## src/rtl/proc_engine.sv

```systemverilog
// Iterative accumulation engine: arithmetic-progression sum and sum of squares
// of the low 32 bits of each term, driven by level-change commands from the host.
module proc_engine (
  input  logic        clk,
  input  logic        nRESET,
  input  logic [3:0]  proc_cmd,
  input  logic [31:0] niter,
  input  logic [63:0] constK,
  input  logic [63:0] const1,
  input  logic [63:0] const2,
  output logic [3:0]  proc_status,
  output logic [63:0] proc_acc_dout,
  output logic [63:0] proc_pow_acc_dout,
  output logic [31:0] iter_cnt
);

  typedef enum logic [2:0] {
    S_IDLE  = 3'd0,
    S_RUN   = 3'd1,
    S_DRAIN = 3'd2,
    S_DONE  = 3'd3,
    S_HALT  = 3'd4
  } state_t;

  localparam logic [3:0] CMD_START = 4'h1;
  localparam logic [3:0] CMD_STOP  = 4'h2;
  localparam logic [3:0] CMD_CLEAR = 4'h3;

  state_t      r_state;
  logic [3:0]  r_cmd_prev;
  logic [31:0] r_niter;
  logic [63:0] r_const1;
  logic [63:0] r_const2;
  logic [63:0] r_t;
  logic [63:0] r_acc;
  logic [63:0] r_pow;
  logic [63:0] r_sq;
  logic        r_sq_valid;
  logic [31:0] r_iter;
  logic        r_ovf;
  logic        r_err;
  logic        r_busy;
  logic        r_done;

  logic        w_evt;
  logic        w_active;
  logic [64:0] w_acc_sum;
  logic [64:0] w_pow_sum;
  logic [63:0] w_acc_nxt;
  logic [63:0] w_pow_nxt;
  logic [63:0] w_sq;
  logic [31:0] w_iter_nxt;
  logic        w_run_end;

  assign w_evt      = (proc_cmd != r_cmd_prev);
  assign w_active   = (r_state == S_RUN) || (r_state == S_DRAIN);
  // Carry-out of the 65-bit sums selects the saturated value.
  assign w_acc_sum  = {1'b0, r_acc} + {1'b0, r_t};
  assign w_pow_sum  = {1'b0, r_pow} + {1'b0, r_sq};
  assign w_acc_nxt  = w_acc_sum[64] ? 64'hFFFF_FFFF_FFFF_FFFF : w_acc_sum[63:0];
  assign w_pow_nxt  = w_pow_sum[64] ? 64'hFFFF_FFFF_FFFF_FFFF : w_pow_sum[63:0];
  assign w_sq       = 64'(r_t[31:0]) * 64'(r_t[31:0]);
  assign w_iter_nxt = r_iter + 32'd1;
  assign w_run_end  = (w_iter_nxt == r_niter) ||
                      ((r_const2 != 64'd0) && (w_acc_nxt >= r_const2));

  // Command decode, FSM and datapath registers.
  always_ff @(posedge clk or negedge nRESET) begin
    if (!nRESET) begin
      r_state    <= S_IDLE;
      r_cmd_prev <= 4'h0;
      r_niter    <= 32'd0;
      r_const1   <= 64'd0;
      r_const2   <= 64'd0;
      r_t        <= 64'd0;
      r_acc      <= 64'd0;
      r_pow      <= 64'd0;
      r_sq       <= 64'd0;
      r_sq_valid <= 1'b0;
      r_iter     <= 32'd0;
      r_ovf      <= 1'b0;
      r_err      <= 1'b0;
      r_busy     <= 1'b0;
      r_done     <= 1'b0;
    end else begin
      r_cmd_prev <= proc_cmd;
      if (w_evt && (proc_cmd == CMD_CLEAR)) begin
        r_state    <= S_IDLE;
        r_busy     <= 1'b0;
        r_done     <= 1'b0;
        r_acc      <= 64'd0;
        r_pow      <= 64'd0;
        r_iter     <= 32'd0;
        r_ovf      <= 1'b0;
        r_err      <= 1'b0;
        r_sq_valid <= 1'b0;
      end else if (w_evt && (proc_cmd == CMD_STOP) && w_active) begin
        // Pending square is dropped; acc, pow and iter_cnt freeze.
        r_state    <= S_HALT;
        r_busy     <= 1'b0;
        r_done     <= 1'b0;
        r_sq_valid <= 1'b0;
      end else if (w_evt && (proc_cmd == CMD_START) && !w_active) begin
        r_niter    <= niter;
        r_const1   <= const1;
        r_const2   <= const2;
        r_t        <= constK;
        r_acc      <= 64'd0;
        r_pow      <= 64'd0;
        r_sq       <= 64'd0;
        r_sq_valid <= 1'b0;
        r_iter     <= 32'd0;
        r_ovf      <= 1'b0;
        if (niter == 32'd0) begin
          r_state <= S_DONE;
          r_busy  <= 1'b0;
          r_done  <= 1'b1;
        end else begin
          r_state <= S_RUN;
          r_busy  <= 1'b1;
          r_done  <= 1'b0;
        end
      end else begin
        if (w_evt && ((proc_cmd == CMD_START) || (proc_cmd >= 4'h4))) begin
          r_err <= 1'b1;
        end
        case (r_state)
          S_RUN: begin
            r_acc      <= w_acc_nxt;
            r_sq       <= w_sq;
            r_sq_valid <= 1'b1;
            r_t        <= r_t + r_const1;
            r_iter     <= w_iter_nxt;
            if (r_sq_valid) begin
              r_pow <= w_pow_nxt;
            end
            if (w_acc_sum[64] || (r_sq_valid && w_pow_sum[64])) begin
              r_ovf <= 1'b1;
            end
            if (w_run_end) begin
              r_state <= S_DRAIN;
            end
          end
          S_DRAIN: begin
            r_pow <= w_pow_nxt;
            if (w_pow_sum[64]) begin
              r_ovf <= 1'b1;
            end
            r_state <= S_DONE;
            r_busy  <= 1'b0;
            r_done  <= 1'b1;
          end
          default: begin
          end
        endcase
      end
    end
  end

  assign proc_status       = {r_err, r_ovf, r_done, r_busy};
  assign proc_acc_dout     = r_acc;
  assign proc_pow_acc_dout = r_pow;
  assign iter_cnt          = r_iter;

endmodule

```

## config.mk

```make
export PLATFORM = sky130hd
export DESIGN_NAME = proc_engine
export DESIGN_NICKNAME = d
export VERILOG_FILES = /design/src/rtl/proc_engine.sv
export SDC_FILE = /design/constraint.sdc
export NUM_CORES = 2
export LEC_CHECK = 0
export CAP_MARGIN = 20
export CORE_MARGIN = 1
export CORE_UTILIZATION = 63
export CTS_BUF_LIST = sky130_fd_sc_hd__clkbuf_8
export CTS_CLUSTER_SIZE = 12
export DETAILED_ROUTE_END_ITERATION = 8
export PLACE_DENSITY = 0.91
export SETUP_SLACK_MARGIN = 0.1
export SLEW_MARGIN = 20
export SYNTH_ARGS = -nofsm -noshare
export SYNTH_HDL_FRONTEND = slang
export SYNTH_SLANG_ARGS = --single-unit
```

## constraint.sdc

```tcl
create_clock -name clk -period 9.05 [get_ports clk]
set_input_delay 1.81 -clock clk [delete_from_list [all_inputs] [get_ports clk]]
set_output_delay 1.81 -clock clk [all_outputs]
set_load 0.03 [all_outputs]
```

-- After elaboration in Yosys (flattened, before gate mapping)
Index checks and enable logic that the tools add are counted.
- register bits after elaboration: 460
- memory bits (read-only): 0
- RAM bits: 0
- memories kept: 0
- input port bits: 230
- bits in latches: 0
- output and inout port bits: 164
- logic and storage cells: 115
- $lt $le $gt $ge: 2
- $mul: 1
- equality and inequality tests: 13
- bitwise gates (word level): 2
- shifts and indexed selects: 0
- mux-type cells: 49
- div/mod/pow operators: 0
- $add $sub $neg: 4
- reduce and logical (&&, ||, !) cells: 29
- operators by type and width (operator ; count):
    two-way mux 64 bit ; 14
    adder 64 x 64 -> 65 bit ; 2
    two-way mux 32 bit ; 4
    one-hot mux 64 bit (2 select lines) ; 1
    adder 64 bit ; 1
    greater-or-equal comparator 64 bit ; 1
    multiplier 32 x 32 -> 64 bit ; 1
    nonzero test 64 bit ; 1
    adder 32 x 1 -> 32 bit (second input constant) ; 1
    equality test 32 bit ; 1
    logical NOT 32 bit ; 1
    two-way mux 1 bit ; 23
    two-way mux 3 bit ; 4
    AND reduction 3 bit ; 4
    nonzero test 4 bit ; 3
    equality test 4 x 2 -> 1 bit (second input constant) ; 2
    logical AND 1 bit ; 8
    inequality test 4 x 2 -> 1 bit (second input constant) ; 2
    one-hot mux 3 bit (2 select lines) ; 1
    inequality test 5 x 2 -> 1 bit (second input constant) ; 1
    nonzero test 5 bit ; 1
    equality test 4 x 1 -> 1 bit (second input constant) ; 1
    greater-or-equal comparator 4 x 3 -> 1 bit (second input constant) ; 1
    logical OR 1 bit ; 4
    other kinds (13) ; 17

-- Logic depth before layout (Yosys ltp)
- depth in word-level cells: 10
- gate-level depth with buffers: 32
- mapped depth without buffers: 29

-- Least setup slack after synthesis
No wires, ideal clock.
- path type: flip-flop to flip-flop
- start: reg r_t[17]
- end: reg r_sq[58]
- data arrival time: 7.577 ns
- stages on the path, launching flop included: 27
- path buffers: 2
- path slack: 1.343 ns
- required time: 8.920 ns
- period minus slack after synthesis: 7.707 ns
- setup time: 0.130 ns
- path through: dfrtp_1 > clkbuf_1 > clkbuf_1 > nand2_1 > fa_1 > inv_1 > fa_1 > inv_1 > fa_1 > fa_1 > inv_1 > fa_1 > fa_1 > fa_1 > fa_1 > ha_1 > nand2_1 > or4_1 > a311o_1 > a2111oi_4 > nor2_2 > o21ai_4 > a31oi_4 > o31ai_4 > a21boi_1 > xor2_1 > o21ai_1
- word-level cells in the longest chain between the ends: 3
- ends and longest elaborated chain (item ; RTL line ; source):
    from (decl) ; 34 ; logic [63:0] r_t;
    from (signal assigned) ; 107 ; r_t <= constK;
    from (signal assigned) ; 132 ; r_t <= r_t + r_const1;
    multiplier 32 x 32 -> 64 bit ; 62 ; assign w_sq = 64'(r_t[31:0]) * 64'(r_t[31:0]);
    two-way mux 64 bit ; 127 ; case (r_state)
    two-way mux 64 bit ; 103 ; end else if (w_evt && (proc_cmd == CMD_START) && !w_active) begin
    to (signal assigned) ; 130 ; r_sq <= w_sq;
    to (decl) ; 37 ; logic [63:0] r_sq;
Every way passes these cells. The select of a mux whose other input is x is not followed.
A chain may end at the register's enable or synchronous reset.

-- Worst setup path in the final report
- start: reg r_t[17]
- end: reg r_sq[51]
The elaborated chain is that of the path after synthesis.

==> results.md <==
- Fraction of layout cells with a size suffix above 1: 4.35%
- Period utilization: 95.5%
- CP max FO: 26
- Initial antenna violation count: 13
- Clock latency on the worst-skew pair: 0.80 ns
- Starting Density: 63.6%
- Area leader, netlist: fa_1
- Starting DRT DRC Count: 4,634
- Slew @ Worst Pin: 1.24 ns
- Row count: 113
- Hold/Removal Path Class: register to register
- Fin nets: 8,681
- Syn-to-layout area delta: 11.4%
- DP HPWL: 151,000 um
- Synth Area per Inst: 8.80 um2
- All-layer global routing usage: 39.1%
- Port bufs: 393
- CP required: 9.66 ns
- Largest net degree at the start of global routing: 153
- Routed wire length: 189,000 um
- Commonest non-fill, non-tap cell in the layout: inv_1
- RSZ-0062 raised after global routing: false
- Final setup vio count: 0
- Slew Viols, Final: 0
- R2R Path End: r_sq[51]
- Core area: 0.0950 mm2
- Htree depth: 3
- Worst r2r src: r_t[17]
- Max Cap Viol: 0
- Hold path start: r_const1[53]
- Yosys top cell area share: 26.3%
- Root Driver: clkbuf_8
- Number of remaining DRC errors: 0
- Clk slew on worst S/H paths: 0.07 ns
- First-pass GRT wire length: 295,000 um
- Max Clock Freq: 0.116 GHz
- Post-synth EDFFs: 0
- Avg WL per Cell: 22.3 um
- Synth warn: 0
- Hold Fails Final Rpt: 0
- Top_reg_cell synth: dfrtp_1
- Dominant cells by area after synthesis: fa_1, dfrtp_1, ha_1
- Syn Nets: 8,443
- CTS Sinks: 459
- CP endpoint: r_sq[51]
- Die area: 0.0971 mm2
- CP arrival: 9.26 ns
- I/O pins: 394
- Crit path launch: r_t[17]
- R2R cell count: 27
- Die W: 312 um
- Die height: 312 um
- Post-synth ARST share: 100%
- Via/cell ratio: 6.16
- Netlist cell types: 96
- Internal reg-to-reg setup slack: 0.41 ns
- CTS tree: built
- Worst Setup Start Kind: register
- Min cycle time layout: 8.64 ns
- Clock skew: 0.0497 ns
- Mapped Cells: 6,867
- Register bit count reported by yosys: 459
- Mapped cell area: 0.0604 mm2
- Slew margin rel.: 17.0%
- Final WS setup: 0.409 ns
- First-pass DRT Iterations: 8
- Vias in the first global route: 54,200
- Cts bufs inserted: 84
- Type of the worst setup path: register to register
- GRT overflow: 0
- Setup TNS: 0 ns
- DRT antenna net count: 0
- Seq/Total Area, Yosys: 19.0%
- Clock Path Buffers: 3
- Run status: finished, final reports clean
- Pre-CTS setup slack: 0.409 ns
- Worst setup EP type: register
- Vias: 52,000
- Most frequent cells in the layout: inv_1, nand2_1, fa_1
- Routability Congestion: 0.994
==> layer usage <==
| layer | routed length [um] | track usage, % | vias up |
|---|---|---|---|
| met5 | 33 | 0 | - |
| met4 | 11500 | 20.9 | 4 |
| met3 | 20000 | 9.31 | 706 |
| met2 | 87000 | 63.1 | 2950 |
| met1 | 70100 | 48.7 | 25400 |
| li1 | - | - | 22900 |
==> cells in the mapped netlist (49+ instances only) <==
cell type,count
a21o_1,187
a21oi_1,403
a22o_1,67
a31oi_1,90
and2_1,251
clkbuf_1,301
dfrtp_1,459
fa_1,794
ha_1,552
inv_1,1082
nand2_1,928
nand3_1,56
nand4_1,109
nor2_1,229
nor3_1,49
o21ai_0,385
o21bai_1,56
xnor2_1,182
xor2_1,139
==> per-stage QoR <==
step | cell area (um2) | std cells | hold WS (ns) | utilization, %
CTS | 67200 | 8433 | 0.489 | 70.7
finish | 67300 | 8448 | 0.484 | 70.8
global placement | 65400 | 8281 | 0.469 | 68.8
detailed placement | 65400 | 8281 | 0.472 | 68.8
global route | 67300 | 8446 | 0.500 | 70.8
floorplan | 60400 | 6867 | 0.447 | -
==> worst min-delay path by stage <==
stage,to,slack (ns),depth (start not counted)
after CTS,r_const1[53],0.49,2
final,r_const1[53],0.48,2
after floorplan,r_sq[2],0.45,2
after global routing,r_const1[53],0.50,2
after detailed placement,r_const1[53],0.47,2
after global placement,r_const1[53],0.47,2
==> registers in the layout, summed over array words and instances, names as in the netlist, 32 cells and up <==
name and flops:
r_const1 64, r_const2 64, r_t 64, proc_pow_acc_dout 64
iter_cnt 32, r_sq 63, proc_acc_dout 64, r_niter 32
==> what timing repair did <==
| item | in CTS | in global routing |
|---|---|---|
| endpoints found under the hold margin | 0 | 0 |
| hold buffers | 0 | 0 |
| setup endpoints to repair | 0 | 14 |
| setup buffers | 0 | 3 |
| resized for setup | 0 | 18 |
==> layout make-up <==
| type | instances | area [um2] |
|---|---|---|
| diodes | 12 | 30.0 |
| clock buffers | 105 | 1450 |
| clock inverters | 47 | 373 |
| fillers | 7008 | 27700 |
| inverters | 1084 | 4070 |
| multi-input cells | 4989 | 43600 |
| flip-flops and latches | 459 | 11500 |
| well taps | 1265 | 1580 |
| repair buffers | 487 | 4690 |
==> critical path: stages (launching register included) <==
cell,delay (ns)
dfrtp_1,0.53
buf_4,0.48
nand2_1,0.21
inv_1,0.12
fa_1,0.45
fa_1,0.47
fa_1,0.57
inv_1,0.06
fa_1,0.47
inv_1,0.05
fa_1,0.48
fa_1,0.47
fa_1,0.45
fa_1,0.41
ha_1,0.39
a21o_1,0.22
a31oi_1,0.31
o211ai_1,0.22
a2111oi_2,0.39
a211oi_1,0.21
buf_4,0.21
a21boi_1,0.19
o41ai_1,0.11
a21oi_1,0.24
o21ai_0,0.17
a311oi_1,0.34
xor2_1,0.17
o21ai_0,0.08
==> logic make-up (layout without fill, tap and decap cells) <==
kind of cell | after synthesis | after routing | share of synthesized area, %
AND/OR/NAND/NOR | 1829 | 1829 | 14.0
other | 2 | 14 | 0.0124
buffers and inverters | 1419 | 1723 | 8.93
multiplexers | 9 | 9 | 0.157
AO/OA/AOI/OAI | 1482 | 1482 | 15.5
XOR/XNOR | 321 | 321 | 4.65
adder cells (fa/ha/maj) | 1346 | 1346 | 37.8
flip-flops | 459 | 459 | 19.0
Power is not shown: default switching activity piles up to over one toggle a cycle in this logic, so the estimate is an artifact.
